File: config.mk
export PLATFORM = sky130hd
export DESIGN_NAME = datapath_pipelined
export DESIGN_NICKNAME = d
export VERILOG_FILES = /design/src/rtl/cr16_pkg.sv /design/src/rtl/alu.sv /design/src/rtl/regfile_2r1w.sv /design/src/rtl/datapath_pipelined.sv
export SDC_FILE = /design/constraint.sdc
export NUM_CORES = 1
export LEC_CHECK = 0
export ABC_CLOCK_PERIOD_IN_PS = 13800
export CELL_PAD_IN_SITES_DETAIL_PLACEMENT = 0
export CELL_PAD_IN_SITES_GLOBAL_PLACEMENT = 1
export CORE_ASPECT_RATIO = 0.8
export CORE_MARGIN = 3
export CORE_UTILIZATION = 35
export CTS_CLUSTER_SIZE = 8
export DETAILED_ROUTE_END_ITERATION = 12
export GPL_ROUTABILITY_DRIVEN = 0
export PLACE_DENSITY_LB_ADDON = 0.1
export SETUP_SLACK_MARGIN = 0.3
export SYNTH_ARGS = -nofsm -noshare
export SYNTH_HDL_FRONTEND = slang
export SYNTH_SLANG_ARGS = --single-unit
File: constraint.sdc
create_clock -name I_CLK -period 13.8 [get_ports I_CLK]
set_input_delay 2.76 -clock I_CLK [delete_from_list [all_inputs] [get_ports I_CLK]]
set_output_delay 2.76 -clock I_CLK [all_outputs]
set_load 0.02 [all_outputs]
File: src/rtl/cr16_pkg.sv
// cr16_pkg: ALU opcode constants, flag bit positions and flag helpers shared
// by the CR16 datapath family.
package cr16_pkg;

  typedef logic [3:0] opcode_t;

  localparam opcode_t OP_ADD  = 4'h0;  // a + b
  localparam opcode_t OP_SUB  = 4'h1;  // a - b
  localparam opcode_t OP_AND  = 4'h2;
  localparam opcode_t OP_OR   = 4'h3;
  localparam opcode_t OP_XOR  = 4'h4;
  localparam opcode_t OP_NOT  = 4'h5;  // ~a
  localparam opcode_t OP_MOV  = 4'h6;  // pass a (register or immediate)
  localparam opcode_t OP_LSH  = 4'h7;  // a << b
  localparam opcode_t OP_RSH  = 4'h8;  // a >> b, logical
  localparam opcode_t OP_ASHR = 4'h9;  // a >>> b, arithmetic

  localparam int FLAG_W = 5;
  localparam int FLAG_C = 0;  // carry out / borrow
  localparam int FLAG_L = 1;  // a < b, unsigned
  localparam int FLAG_F = 2;  // signed overflow
  localparam int FLAG_Z = 3;  // result is zero
  localparam int FLAG_N = 4;  // result is negative

  typedef logic [FLAG_W-1:0] flags_t;

  // Assemble a flags word from individual condition bits.
  function automatic flags_t pack_flags(input logic c, input logic l,
                                        input logic f, input logic z,
                                        input logic n);
    flags_t fl;
    fl         = '0;
    fl[FLAG_C] = c;
    fl[FLAG_L] = l;
    fl[FLAG_F] = f;
    fl[FLAG_Z] = z;
    fl[FLAG_N] = n;
    return fl;
  endfunction

endpackage

File: src/rtl/alu.sv
// alu: combinational CR16 ALU, parameterised width. Carry out of the top bit
// only reaches the flags, never the result.
module alu
  import cr16_pkg::*;
#(
  parameter int P_WIDTH = 16
) (
  input  logic [P_WIDTH-1:0] a,
  input  logic [P_WIDTH-1:0] b,
  input  opcode_t            opcode,
  output logic [P_WIDTH-1:0] result,
  output flags_t             flags
);

  localparam int SH_W = $clog2(P_WIDTH);
  localparam int MSB  = P_WIDTH - 1;

  logic [P_WIDTH:0] sum;
  logic [P_WIDTH:0] diff;
  logic             carry;
  logic             ovf;

  // Result and carry/overflow selection per opcode.
  always_comb begin
    // NOTE: every output of a combinational block gets a default first so no
    // path through the case leaves it unassigned and infers a latch.
    result = '0;
    carry  = 1'b0;
    ovf    = 1'b0;
    sum    = {1'b0, a} + {1'b0, b};
    diff   = {1'b0, a} - {1'b0, b};
    case (opcode)
      OP_ADD: begin
        result = sum[MSB:0];
        carry  = sum[P_WIDTH];
        ovf    = (a[MSB] == b[MSB]) && (sum[MSB] != a[MSB]);
      end
      OP_SUB: begin
        result = diff[MSB:0];
        carry  = diff[P_WIDTH];
        ovf    = (a[MSB] != b[MSB]) && (diff[MSB] != a[MSB]);
      end
      OP_AND:  result = a & b;
      OP_OR:   result = a | b;
      OP_XOR:  result = a ^ b;
      OP_NOT:  result = ~a;
      OP_MOV:  result = a;
      OP_LSH:  result = a << b[SH_W-1:0];
      OP_RSH:  result = a >> b[SH_W-1:0];
      OP_ASHR: result = $signed(a) >>> b[SH_W-1:0];
      default: result = '0;
    endcase
  end

  assign flags = pack_flags(carry, (a < b), ovf, (result == '0), result[MSB]);

endmodule

File: src/rtl/regfile_2r1w.sv
// regfile_2r1w: register file with one synchronous write port and two
// combinational read ports. Optional hardwired-zero r0.
module regfile_2r1w #(
  parameter  int P_WIDTH    = 16,
  parameter  int P_NUM_REGS = 16,
  parameter  int P_ZERO_REG = 0,
  localparam int P_SEL      = $clog2(P_NUM_REGS)
) (
  input  logic               clk,
  input  logic               rst,
  input  logic               we,
  input  logic [P_SEL-1:0]   waddr,
  input  logic [P_WIDTH-1:0] wdata,
  input  logic [P_SEL-1:0]   raddr_a,
  input  logic [P_SEL-1:0]   raddr_b,
  output logic [P_WIDTH-1:0] rdata_a,
  output logic [P_WIDTH-1:0] rdata_b
);

  logic [P_WIDTH-1:0] regs [P_NUM_REGS];
  logic               wr_zero;

  assign wr_zero = (P_ZERO_REG != 0) && (waddr == '0);

  // Register array: cleared on reset, single write port.
  always_ff @(posedge clk or posedge rst) begin
    if (rst) begin
      // NOTE: this array is small flops, not a RAM macro, and must read as zero
      // after reset, so every entry is cleared explicitly.
      for (int i = 0; i < P_NUM_REGS; i++) begin
        // NOTE: state is updated with non-blocking assignments so every flop
        // samples pre-edge values regardless of statement order.
        regs[i] <= '0;
      end
    end else if (we && !wr_zero) begin
      regs[waddr] <= wdata;
    end
  end

  assign rdata_a = ((P_ZERO_REG != 0) && (raddr_a == '0)) ? '0 : regs[raddr_a];
  assign rdata_b = ((P_ZERO_REG != 0) && (raddr_b == '0)) ? '0 : regs[raddr_b];

endmodule

File: src/rtl/datapath_pipelined.sv
// datapath_pipelined: two-stage CR16 datapath. RD stage reads (or forwards)
// operands into the EX register; EX stage computes and writes back on the
// next enabled edge. I_ENABLE low freezes every register.
module datapath_pipelined
  import cr16_pkg::*;
#(
  parameter  int P_WIDTH    = 16,
  parameter  int P_NUM_REGS = 16,
  parameter  int P_ZERO_REG = 0,
  localparam int P_SEL      = $clog2(P_NUM_REGS)
) (
  input  logic               I_CLK,
  input  logic               I_RESET,
  input  logic               I_ENABLE,
  input  logic               I_VALID,
  output logic               O_READY,
  input  logic [3:0]         I_OPCODE,
  input  logic [P_SEL-1:0]   I_REG_A_SELECT,
  input  logic [P_SEL-1:0]   I_REG_B_SELECT,
  input  logic [P_SEL-1:0]   I_REG_DEST_SELECT,
  input  logic               I_REG_WRITE,
  input  logic [P_WIDTH-1:0] I_IMMEDIATE,
  input  logic               I_IMMEDIATE_SELECT,
  input  logic [P_WIDTH-1:0] I_REGFILE_DATA,
  input  logic               I_REGFILE_DATA_SELECT,
  input  logic               I_FLAGS_WRITE,
  input  logic [4:0]         I_STATUS_FLAGS,
  input  logic               I_STATUS_FLAGS_SELECT,
  output logic [P_WIDTH-1:0] O_A,
  output logic [P_WIDTH-1:0] O_B,
  output logic               O_RESULT_VALID,
  output logic [P_WIDTH-1:0] O_RESULT,
  output logic [P_SEL-1:0]   O_RESULT_DEST,
  output logic [4:0]         O_STATUS_FLAGS
);

  // Everything the EX stage needs about one accepted operation.
  typedef struct packed {
    logic [P_WIDTH-1:0] a;
    logic [P_WIDTH-1:0] b;
    opcode_t            op;
    logic [P_SEL-1:0]   dest;
    logic               write;
    logic               flags_write;
    logic               status_sel;
    flags_t             status_flags;
    logic [P_WIDTH-1:0] rf_data;
    logic               rf_data_sel;
  } ex_t;

  ex_t                ex;
  logic               ex_valid;
  logic               accept;
  logic               wb_fire;
  logic [P_WIDTH-1:0] rf_a;
  logic [P_WIDTH-1:0] rf_b;
  logic [P_WIDTH-1:0] alu_result;
  flags_t             alu_flags;
  logic [P_WIDTH-1:0] ex_result;
  logic               ex_fwd_ok;
  logic               fwd_a;
  logic               fwd_b;
  logic [P_WIDTH-1:0] opnd_a;
  logic [P_WIDTH-1:0] opnd_b;

  assign O_READY = I_ENABLE;
  assign accept  = I_VALID && O_READY;
  assign wb_fire = ex_valid && I_ENABLE;

  regfile_2r1w #(
    .P_WIDTH    (P_WIDTH),
    .P_NUM_REGS (P_NUM_REGS),
    .P_ZERO_REG (P_ZERO_REG)
  ) u_regfile (
    .clk     (I_CLK),
    .rst     (I_RESET),
    .we      (wb_fire && ex.write),
    .waddr   (ex.dest),
    .wdata   (ex_result),
    .raddr_a (I_REG_A_SELECT),
    .raddr_b (I_REG_B_SELECT),
    .rdata_a (rf_a),
    .rdata_b (rf_b)
  );

  alu #(
    .P_WIDTH (P_WIDTH)
  ) u_alu (
    .a      (ex.a),
    .b      (ex.b),
    .opcode (ex.op),
    .result (alu_result),
    .flags  (alu_flags)
  );

  assign ex_result = ex.rf_data_sel ? ex.rf_data : alu_result;

  // The EX result is forwardable only if it will actually land in the
  // register file; a write aimed at a hardwired-zero r0 never does.
  assign ex_fwd_ok = ex_valid && ex.write &&
                     !((P_ZERO_REG != 0) && (ex.dest == '0));
  assign fwd_a     = ex_fwd_ok && (ex.dest == I_REG_A_SELECT);
  assign fwd_b     = ex_fwd_ok && (ex.dest == I_REG_B_SELECT);
  assign opnd_a    = I_IMMEDIATE_SELECT ? I_IMMEDIATE :
                     (fwd_a ? ex_result : rf_a);
  assign opnd_b    = fwd_b ? ex_result : rf_b;

  // RD -> EX pipeline register; an enabled cycle without an issue is a bubble.
  always_ff @(posedge I_CLK or posedge I_RESET) begin
    if (I_RESET) begin
      ex       <= '0;
      ex_valid <= 1'b0;
    end else if (I_ENABLE) begin
      ex_valid <= accept;
      if (accept) begin
        ex.a            <= opnd_a;
        ex.b            <= opnd_b;
        ex.op           <= I_OPCODE;
        ex.dest         <= I_REG_DEST_SELECT;
        ex.write        <= I_REG_WRITE;
        ex.flags_write  <= I_FLAGS_WRITE;
        ex.status_sel   <= I_STATUS_FLAGS_SELECT;
        ex.status_flags <= I_STATUS_FLAGS;
        ex.rf_data      <= I_REGFILE_DATA;
        ex.rf_data_sel  <= I_REGFILE_DATA_SELECT;
      end
    end
  end

  // Writeback of flags and the registered result bus.
  always_ff @(posedge I_CLK or posedge I_RESET) begin
    if (I_RESET) begin
      O_STATUS_FLAGS <= '0;
      O_RESULT       <= '0;
      O_RESULT_DEST  <= '0;
      O_RESULT_VALID <= 1'b0;
    end else if (I_ENABLE) begin
      O_RESULT_VALID <= ex_valid;
      if (ex_valid) begin
        O_RESULT      <= ex_result;
        O_RESULT_DEST <= ex.dest;
        if (ex.flags_write) begin
          O_STATUS_FLAGS <= ex.status_sel ? ex.status_flags : alu_flags;
        end
      end
    end
  end

  assign O_A = ex.a;
  assign O_B = ex.b;

endmodule

==> flow_summary.yaml <==
outcome:
  status: "finished clean"
timing:
  fmax_mhz: 148
  clock_skew_ns: 0.0212
  fin_ws_ns: 7.03
  slew_headroom: 0.203
  fin_tns_setup_ns: 0
  finalMaxSlewViolations: 0
  worst_slew_pin_slew_ns: 1.18
  final-setup-viol-count: 0
  fin_crit_ns: 6.77
  finalHoldViolCount: 0
  rsz0062_at_grt: "false"
  fin_crit_sh: 0.491
power:
  power.internal_w: 0.00236
  p_clk_frac: 0.301
  switching_share: 0.357
  power_frac_seq: 0.373
  leakage_nw: 11.2
  ir_drop_mv: 0.0892
  p_total_w: 0.00367
  power.density_nw_per_um2: 144
  power.share.combinational: 0.326
  netSwitchingPower_w: 0.00131
clock_tree:
  numCtsBuffers: 49
  clkTransAtPathRegs_ns: 0.05
  cts_max_path_buffers: 3
  post_cts.repair.setup_buffers: 0
  hold_buffers: 0
  cts_resized: 0
  cts_tree: "built"
  htreeDepth: 2
  clock-sinks: 348
  clk_latency_ns: 0.59
  root_buffer: "clkbuf_16"
worst_setup_path:
  reg2reg_slack_ns: 8.06
  crit_cells: 2
  r2r-end: "O_A[8]"
  end_kind: "primary output"
  path_max_fanout: 7
  rr_worst_depth: 13
  crit_top_cell: "clkdlybuf4s50_1"
  crit_path_max_incr_delay_ns: 0.65
  worst-path-buf-inv: 2
  cp.arrival_ns: 4.01
  crit_slowest_cell: "clkdlybuf4s50_1"
  crit_end: "O_READY"
  path_cells: "clkdlybuf4s50_1 -> clkdlybuf4s50_1"
  start_kind: "input pin"
  path_delay_family: "buffers and inverters"
  path_class: "input pin to primary output"
  startpoint: "I_ENABLE"
  worstPathRequired_ns: 11.04
  r2r_start: "O_B[0]"
logic_synthesis:
  synth_top_area_frac: 0.389
  synth-seq-area-share: 0.389
  syn_nets: 2318
  synthArstFlopShare: 1.00
  avgSynthCellArea_um2: 10.1
  synth_area_leaders: "dfrtp_1, mux4_2, nand2_1, mux2_2, o21ai_0"
  synth_top_flop_cell: "dfrtp_1"
  syn-cell-area_um2: 22400
  ys_ff_latch: 348
  ys_warn_count: 0
  yosys.area.top_type: "dfrtp_1"
  synthCells: 2205
  synth.distinct_cells: 85
  synth_edf_count: 0
global_routing:
  grt-ovfl-total: 0
  grt_pass1_vias: 17300
  grt_max_degree: 159
  grtUsageTotal: 0.247
  grt_pass1_wl_mm: 122
  antenna_found_initial: 0
run:
  max-cap-violations: 0
detailed_routing:
  vias_per_cell: 5.81
  dr.pass1.iters: 6
  wl_per_cell_um: 27.0
  vias: 17800
  drt_iter0_markers: 1792
  totalWireLength_mm: 82.5
  ant_nets: 0
  drcViolationCount: 0
floorplanning:
  die_h_um: 232
  dieArea_um2: 67000
  io_pins: 121
  die_x_um: 289
  rows: 82
  core_um2: 62900
  start_util: 0.356
placement:
  dp_worst_setup_slack_ns: 7.04
  place_hpwl_mm: 55.4
  port_buffers: 120
finish:
  diodes: 0
  syn2layout_area_growth_pct: 13.6
  drive_gt1_frac: 0.201
  nNetsFinal: 2330
hold_path:
  min_from: "O_STATUS_FLAGS[1]"
  hp-class: "flip-flop to flip-flop"
## worst min path at each step
stage               depth (start not counted)                end
floorplan                                   2             ex[12]
global placement                            2              ex[2]
detailed placement                          2             ex[12]
CTS                                         2             ex[12]
global route                                2             ex[23]
finish                                      2  O_STATUS_FLAGS[1]
## sequential cells by signal (all words and copies together) (netlist names)
name            cells
ex                 33
O_STATUS_FLAGS      5
O_RESULT           16
O_B                16
ex_valid            1
u_regfile.regs    256
O_A                16
O_RESULT_VALID      1
O_RESULT_DEST       4
## cell usage after synthesis, types with 20 or more instances
master / number
mux2i_1: 41
buf_2: 25
nor2b_1: 23
nand3_1: 20
nor2_1: 81
buf_1: 23
inv_1: 54
mux2_2: 121
dfrtp_1: 348
o21ai_0: 161
buf_4: 43
mux4_2: 177
clkbuf_1: 129
ha_1: 49
nand2_1: 540
nor3_1: 27
a21oi_1: 69
## power groups by stage
stage               clock (W)  combinational [W]  sequential, W
global placement            0            0.00118        0.00137
detailed placement          0            0.00119        0.00138
finish                0.00110            0.00120        0.00137
floorplan                   0           0.000798        0.00134
global route          0.00118            0.00130        0.00139
CTS                   0.00114            0.00119        0.00137
## metal layers
layer,wire length (µm),GRT usage,vias to the layer above
li1,-,-,7883
met1,40000,0.388,9134
met2,33600,0.339,648
met3,7060,0.0596,106
met4,1900,0.0582,0
met5,0,0,-
## stage by stage
stage	hold slack [ns]	utilization	cell area, µm²	cells
after CTS	0.478	0.404	25400	3061
after global routing	0.504	0.404	25400	3061
after global placement	0.462	0.383	24100	3006
after detailed placement	0.454	0.383	24100	3006
after floorplan	0.437	-	22400	2205
final	0.475	0.404	25400	3061
## logic make-up after synthesis
group,share of synthesized area
and+or+nand+nor,0.150
muxes,0.263
adders and majority gates,0.0292
buffers and inverters,0.0568
DFF,0.389
xor gates and xnor gates,0.00587
AOI/OAI and AO/OA,0.106
## cell usage in the layout (no fill, tap or decap), types with 5 or more instances in the layout
| cell | netlist | routed |
|---|---|---|
| a21oi_1 | 69 | 69 |
| nand3_1 | 20 | 20 |
| nor2b_1 | 23 | 23 |
| clkbuf_16 | 0 | 50 |
| nand2b_1 | 15 | 15 |
| mux4_2 | 177 | 177 |
| a311oi_1 | 6 | 6 |
| o22ai_1 | 7 | 7 |
| ha_1 | 49 | 49 |
| a221oi_1 | 11 | 11 |
| nor3_1 | 27 | 27 |
| mux2_2 | 121 | 121 |
| xnor2_1 | 11 | 11 |
| a21o_1 | 5 | 5 |
| inv_1 | 54 | 53 |
| nand2_1 | 540 | 539 |
| mux2i_1 | 41 | 41 |
| o211ai_1 | 19 | 19 |
| nand4_1 | 7 | 7 |
| dfrtp_1 | 348 | 345 |
| nor3b_1 | 10 | 9 |
| or3_1 | 10 | 10 |
| o21a_1 | 5 | 5 |
| o31ai_1 | 12 | 12 |
| buf_4 | 43 | 66 |
| clkdlybuf4s50_1 | 0 | 115 |
| and3_1 | 15 | 15 |
| o311ai_0 | 6 | 6 |
| a22oi_1 | 6 | 6 |
| nor2_1 | 81 | 81 |
| a211oi_1 | 12 | 12 |
| o21ai_0 | 161 | 161 |
| o221ai_1 | 5 | 5 |
| a31oi_1 | 14 | 14 |
## area by class of cell
cell class                      instances  area, µm²
Inverter                               59        229
Clock buffer                           53       1280
Clock inverter                          2       36.3
Multi-Input combinational cell       1575      12400
Timing Repair Buffer                  184       1680
Tap cell                              840       1050
Fill cell                            6095      37500
Sequential cell                       348       8710
No activity file was read; power rests on OpenSTA's default activity.
